$ cat config.mk
export PLATFORM = sky130hd
export DESIGN_NAME = disp_page_sched
export DESIGN_NICKNAME = d
export VERILOG_FILES = /design/src/rtl/disp_page_sched.sv
export SDC_FILE = /design/constraint.sdc
export NUM_CORES = 1
export LEC_CHECK = 0
export CORE_ASPECT_RATIO = 2
export CORE_MARGIN = 2
export CORE_UTILIZATION = 53
export CTS_BUF_LIST = sky130_fd_sc_hd__clkbuf_8
export CTS_CLUSTER_SIZE = 25
export DETAILED_ROUTE_END_ITERATION = 16
export GPL_ROUTABILITY_DRIVEN = 0
export PLACE_DENSITY = 0.93
export SLEW_MARGIN = 0
export SYNTH_ARGS = -nofsm -noshare
export SYNTH_HDL_FRONTEND = slang
export SYNTH_SLANG_ARGS = --single-unit
$ cat constraint.sdc
create_clock -name clk -period 24.6 [get_ports clk]
set_input_delay 3.69 -clock clk [delete_from_list [all_inputs] [get_ports clk]]
set_output_delay 3.69 -clock clk [all_outputs]
set_load 0.05 [all_outputs]
$ cat src/rtl/disp_page_sched.sv
// Page scheduler for the seven-segment display. It captures up to four 128-bit result vectors
// and shows the selected one as eight 16-bit windows, with dwell-timed rotation, pause and step.
module disp_page_sched #(
    parameter int DWELL = 100000000,
    parameter int NSRC  = 4
) (
    input  logic                 clk,
    input  logic                 clr,
    input  logic [NSRC*128-1:0]  src_data,
    input  logic [NSRC-1:0]      src_vld,
    input  logic                 btn_pause,
    input  logic                 btn_step,
    input  logic                 btn_src,
    output logic [15:0]          disp_word,
    output logic [2:0]           page,
    output logic [1:0]           src_sel,
    output logic [NSRC-1:0]      pend,
    output logic                 hold
);

    localparam int DW = $clog2(DWELL);
    localparam logic [DW-1:0] DWELL_LAST = DW'(DWELL - 1);

    typedef enum logic [1:0] {IDLE, SHOW, HOLD} state_t;

    state_t          state_reg, state_next;
    logic [2:0]      page_reg, page_next;
    logic [1:0]      sel_reg, sel_next;
    logic [NSRC-1:0] pend_reg, pend_next;
    logic [DW-1:0]   dwell_reg, dwell_next;
    logic [15:0]     disp_reg;

    logic [127:0]    shadow [NSRC];
    logic [NSRC-1:0] sel_onehot;
    logic [NSRC-1:0] pend_cap;
    logic [1:0]      first_idx;
    logic [1:0]      rot_idx;
    logic [1:0]      cand;
    logic [1:0]      sel_inc;
    logic            found;
    logic [15:0]     window;

    for (genvar gi = 0; gi < NSRC; gi++) begin : g_shadow
        logic [127:0] data_reg;
        always_ff @(posedge clk or posedge clr) begin
            if (clr)
                data_reg <= '0;
            else if (src_vld[gi])
                data_reg <= src_data[128*gi +: 128];
        end
        assign shadow[gi] = data_reg;
    end

    // Page 0 is the most significant 16-bit word of the vector.
    assign window     = shadow[sel_reg][{~page_reg, 4'b0000} +: 16];
    assign sel_onehot = NSRC'(1) << sel_reg;
    assign pend_cap   = pend_reg | (src_vld & ~sel_onehot);
    assign sel_inc    = sel_reg + 2'd1;

    always_comb begin
        first_idx = '0;
        for (int k = NSRC - 1; k >= 0; k--)
            if (src_vld[k])
                first_idx = 2'(k);

        // Rotation target: first pending source after the current one, wrapping around.
        found   = 1'b0;
        rot_idx = sel_reg;
        cand    = sel_reg;
        for (int k = 1; k < NSRC; k++) begin
            cand = sel_reg + 2'(k);
            if (!found && pend_cap[cand]) begin
                found   = 1'b1;
                rot_idx = cand;
            end
        end
    end

    always_comb begin
        state_next = state_reg;
        page_next  = page_reg;
        sel_next   = sel_reg;
        pend_next  = pend_reg;
        dwell_next = dwell_reg;
        case (state_reg)
            IDLE: begin
                if (|src_vld) begin
                    state_next = SHOW;
                    sel_next   = first_idx;
                    page_next  = '0;
                    dwell_next = '0;
                    pend_next  = (pend_reg | src_vld) & ~(NSRC'(1) << first_idx);
                end
            end
            default: begin
                pend_next = pend_cap;
                if (btn_src) begin
                    sel_next           = sel_inc;
                    page_next          = '0;
                    dwell_next         = '0;
                    pend_next[sel_inc] = 1'b0;
                end else begin
                    if (src_vld[sel_reg]) begin
                        page_next  = '0;
                        dwell_next = '0;
                    end else if (state_reg == SHOW) begin
                        if (dwell_reg == DWELL_LAST) begin
                            dwell_next = '0;
                            page_next  = page_reg + 3'd1;
                            if (page_reg == 3'd7 && found) begin
                                sel_next           = rot_idx;
                                pend_next[rot_idx] = 1'b0;
                            end
                        end else begin
                            dwell_next = dwell_reg + 1'b1;
                        end
                    end else if (btn_step) begin
                        page_next = page_reg + 3'd1;
                    end
                    // Pause acts after any page advance taken this cycle.
                    if (btn_pause) begin
                        if (state_reg == SHOW) begin
                            state_next = HOLD;
                        end else begin
                            state_next = SHOW;
                            dwell_next = '0;
                        end
                    end
                end
            end
        endcase
    end

    always_ff @(posedge clk or posedge clr) begin
        if (clr) begin
            state_reg <= IDLE;
            page_reg  <= '0;
            sel_reg   <= '0;
            pend_reg  <= '0;
            dwell_reg <= '0;
            disp_reg  <= '0;
        end else begin
            state_reg <= state_next;
            page_reg  <= page_next;
            sel_reg   <= sel_next;
            pend_reg  <= pend_next;
            dwell_reg <= dwell_next;
            disp_reg  <= (state_reg == IDLE) ? 16'h0000 : window;
        end
    end

    assign disp_word = disp_reg;
    assign page      = page_reg;
    assign src_sel   = sel_reg;
    assign pend      = pend_reg;
    assign hold      = (state_reg == HOLD);

endmodule

Yosys cells after proc, flatten, opt, wreduce, memory -nomap -nowiden. Cells that the tools add are included.

Word-level logic and storage cells: 123. Register bits: 566. Input bits: 521. Output and inout bits: 26.

Muxes and demuxes: 60. Bitwise operators: 12. Equal/unequal tests: 8. $add $sub $neg: 5. Order comparisons: 8. Shift-type cells: 3. Reduce and logical (&&, ||, !) cells: 17.

Operators with widths (number): 128-bit binary-select mux with 2-bit select (1); 128-bit 2-to-1 mux (2); 27-bit 2-to-1 mux (8); 128-bit by 8-bit variable part select with 16-bit output (1); 2-bit 2-to-1 mux (19); 4-bit 2-to-1 mux (7); 27-bit by 1-bit adder with 27-bit output (second input constant) (1); 27-bit == test (second input constant) (1); 3-bit 2-to-1 mux (7); 4-bit AND (4); 16-bit 2-to-1 mux (1); 4-bit inverter (4); 2-bit by 3-bit < comparator with 1-bit output (second input constant) (5); 1-bit 2-to-1 mux (9); 3-bit nonzero test (3); 1-bit binary-select mux with 2-bit select (4); 4-bit OR (2); 1-bit by 2-bit << shifter with 4-bit output (first input constant) (2); 3-bit AND reduction (2); 1-bit logical AND (5); 5-bit by 4-bit != test with 1-bit output (second input constant) (1); 5-bit AND reduction (1); 5-bit nonzero test (1); 2-bit adder (second input constant) (2); 17 further kinds (20).

Logic depth before layout (Yosys ltp).
Depth in word-level cells: 25. Mapped depth: 9. Depth with buffers taken out: 8.

Least setup slack after synthesis. Ideal clock, no wire load.

Path kind: input -> register. Start: input port src_vld[3]. End: register page_reg[0] (netlist: page[0]). Stages: 7. Slack: 19.284 ns. Required time: 24.482 ns. Library setup time: 0.118 ns. Buffers on the path: 1. Arrival: 5.198 ns. Cell sequence: buf_2 mux4_2 nor3_4 nand2_1 o21ai_0 nor3_1 a21o_1.

Word-level cells in the longest chain between the ends: 5. Elaborated cells between the ends (all ways): 10. Those cells by class: eq/ne (2); mux (5); reduce/logical (3).

Ends and longest elaborated chain: start: declaration (RTL line 10) `input logic [NSRC-1:0] src_vld,`; 1-bit binary-select mux with 2-bit select (RTL line 103) `if (src_vld[sel_reg]) begin`; 1-bit 2-to-1 mux (implied by the code) (RTL line 103); 3-bit 2-to-1 mux (RTL line 103); 3-bit 2-to-1 mux (RTL line 97) `if (btn_src) begin`; 3-bit 2-to-1 mux (RTL line 85) `case (state_reg)`; end signal: assignment (RTL line 144) `page_reg <= page_next;`; end: declaration (RTL line 27) `logic [2:0] page_reg, page_next;`.

Several ways; a longest one is shown, not always the timed one. The select of a mux whose other input is x is not followed. A chain may end at the register's enable or synchronous reset.

Final worst setup path.
Start: register page_reg[1] (netlist: page[1]). End: output port page[1].

RTL lines: end: declaration (RTL line 15) `output logic [2:0] page,`.

No word-level cell between the ends.

==> run_results.csv <==
group,metric,value,unit
power_and_ir_drop,p_seq_share,38.5,%
cts,clkTransAtPathRegs,0.07,ns
final_layout,final_util,69.3,%
grt,grt_max_degree,106,
timing,maxSlewHeadroom,20.9,%
cts,cts_inserted_buffers,78,
setup_path,worstPathCellList,"clkdlybuf4s50_1",
setup_path,slowest_stage,"dfrtp_2",
power_and_ir_drop,combinationalPowerShare,36.5,%
route,vias_per_cell,6.15,
cts,cts_tree,"built",
setup_path,start_kind,"register",
setup_path,critPathTopFamily,"flip-flops",
cts,ctsResizeCount,0,
grt,grt_pass1_wl,127000,µm
synth,yosysSeqAreaShare,54.9,%
final_layout,drive_above_1_share,37.4,%
timing,worst_slew_pin_slew,1.18,ns
floorplan,dieArea,50500,µm²
final_layout,nNetsFinal,2701,
timing,period_share,25.9,%
setup_path,arrival,2.67,ns
power_and_ir_drop,irDropWorstVdd,0.0731,mV
cts,clock_latency,0.67,ns
route,dr_wl_met2,45200,µm
placed_design,dp_hpwl,63200,µm
floorplan,initial_core_util,53.5,%
route,top_layer,"met5",
timing,setup_viol,0,
final_layout,mostFrequentLayoutCells,"562 x dfrtp_1, 542 x clkdlybuf4s50_1, 512 x mux2_2",
route,drt_first_pass_iters,7,
power_and_ir_drop,p_leak,0.0134,µW
floorplan,num_io_pins,547,
timing,hold_viol_final,0,
route,antenna_left,0,
power_and_ir_drop,p_switching,1040,µW
synth,netlist_area,25800,µm²
setup_path,worst-path-max-fanout,35,
run_status,status,"finished, final reports clean",
grt,grtUsageTotal,34.7,%
cts,clock_tree.buffer_depth,3,
synth,yosysWarningCount,0,
timing,rsz0062_at_grt,"no",
power_and_ir_drop,power_density,89.2,nW/µm²
setup_path,cp-end-kind,"primary output",
synth,synth-edff-count,0,
timing,slew_viol_final,0,
synth,synth_top_area_share,54.9,%
floorplan,die_w,160,µm
grt,grt_pass1_vias,19700,
timing,tns,0,ns
final_layout,seqCellArea,14200,µm²
synth,synth_nets,2168,
synth,yosys-top-cells-area,"dfrtp_1 55%, mux2_2 22%, mux4_2 14%, clkbuf_1 1.0%, nor2_1 0.57%",
floorplan,fp.dieH,316,µm
power_and_ir_drop,power.total,2980,µW
cts,clock-sinks,566,
cts,h-tree-depth,3,
route,vias,17800,
power_and_ir_drop,power.internal,1940,µW
synth,ys_seq_elements,566,
timing,skew,0.0284,ns
grt,grt_overflow_total,0,
final_layout,syn_to_final_growth,29.6,%
final_layout,fillerInstances,3129,
setup_path,worstPathRequired,20.91,ns
cts,cts_hold_buf,0,
route,routedWlPerCell,29.9,µm
synth,async_flop_share,100,%
route,met3_length,6440,µm
timing,finalCriticalPeriod,6.36,ns
power_and_ir_drop,p_clk_share,25.0,%
setup_path,cp_num_buf_inv,1,
timing,fmax,157,MHz
job,drv_cap,0,
final_layout,multi_input_area,11100,µm²
route,drc_errors,0,
power_and_ir_drop,swShare,34.8,%
synth,synth_area_leader_cell,"dfrtp_1",
final_layout,largest_reg_flops,512,
synth,syn_inst,1636,
setup_path,critPathKind,"register to primary output",
floorplan,fp-row-count,114,
floorplan,core,48200,µm²
synth,synth.distinct_cells,59,
worst_hold_path,min_path_type,"register to register",
synth,syn_area_per_cell,15.8,µm²
cts,cts_root_buffer,"clkbuf_8",
route,drt-met1-wl,27000,µm
setup_path,cp_slowest_stage_delay,1.04,ns
final_layout,layout_commonest_cell,"dfrtp_1",
placed_design,io_buffers,546,
route,routed_wl,86800,µm
route,drtIter0Drc,1460,
cts,cts_setup_buffers,0,
synth,synth_ff_type,"dfrtp_1",
grt,antenna_found_initial,35,
-- area by class of cell --
cell class / count / area share, %
diodes: 32 / 0.240
multi-input cells: 952 / 33.3
clock inverters: 47 / 0.876
well taps: 638 / 2.39
repair buffers: 562 / 16.7
flip-flops and latches: 566 / 42.4
clock buffers: 95 / 3.91
inverters: 9 / 0.124
-- cell families after synthesis --
family / Yosys count / share of synthesized area, %
muxes: 675 / 36.5
DFF: 566 / 54.9
and+or+nand+nor: 163 / 3.28
buffers and inverters: 118 / 1.95
AOI/OAI and AO/OA: 88 / 2.31
xor gates and xnor gates: 15 / 0.509
adders and majority gates: 11 / 0.534
-- cells in the mapped netlist (all sizes together), types with 4 or more instances --
master  count
a21oi      21
a22o       16
a31oi      10
and2        4
and3        7
buf        40
clkbuf     69
dfrtp     566
ha         11
inv         9
mux2      512
mux4      161
nand2      33
nand2b      6
nand3      22
nand4       7
nor2       40
nor2b       6
nor3       10
nor4        6
o21ai      17
or2         5
or3         5
xnor2       6
xor2        9
-- power by group through the flow --
stage | Sequential [µW] | Combinational, µW | Clock (µW)
after floorplan | 1160 | 645 | 0
after global placement | 1150 | 1070 | 0
after detailed placement | 1160 | 1080 | 0
after CTS | 1140 | 1090 | 753
after global routing | 1160 | 1130 | 797
final | 1150 | 1090 | 746
-- worst paths after layout --
kind                                                      start                              endpoint  slack (ns)  depth (start not counted)
max in group asynchronous                                   clr  g_shadow[2].data_reg[40]$_DFFE_PP0P_       18.53                          4
min reg2reg                g_shadow[2].data_reg[63]$_DFFE_PP0P_  g_shadow[2].data_reg[63]$_DFFE_PP0P_        0.50                          1
max                                         page[1]$_DFFE_PP0P_                               page[1]       18.24                          1
min                        g_shadow[2].data_reg[63]$_DFFE_PP0P_  g_shadow[2].data_reg[63]$_DFFE_PP0P_        0.50                          1
max reg2reg                              src_sel[0]$_DFFE_PP0P_                disp_word[5]$_DFF_PP0_       20.40                          5
min in group asynchronous                                   clr  g_shadow[0].data_reg[74]$_DFFE_PP0P_        3.56                          2
-- routing by layer --
metal  global-route usage [%]  vias up
met5                        0        -
met1                     35.9     9196
met2                     59.9     1026
met3                     8.12      347
li1                         -     7268
met4                     28.3        6
-- metrics by stage --
step | area, µm² | instances | hold slack, ns | setup WS (ns)
global placement | 31700 | 2727 | 0.483 | 17.74
finish | 33400 | 2901 | 0.502 | 18.24
global route | 33400 | 2898 | 0.510 | 18.07
floorplan | 25800 | 1636 | 0.458 | 5.08
detailed placement | 31700 | 2727 | 0.490 | 17.63
CTS | 33300 | 2869 | 0.503 | 18.20
Note: power is estimated with default switching activity, not from simulation.
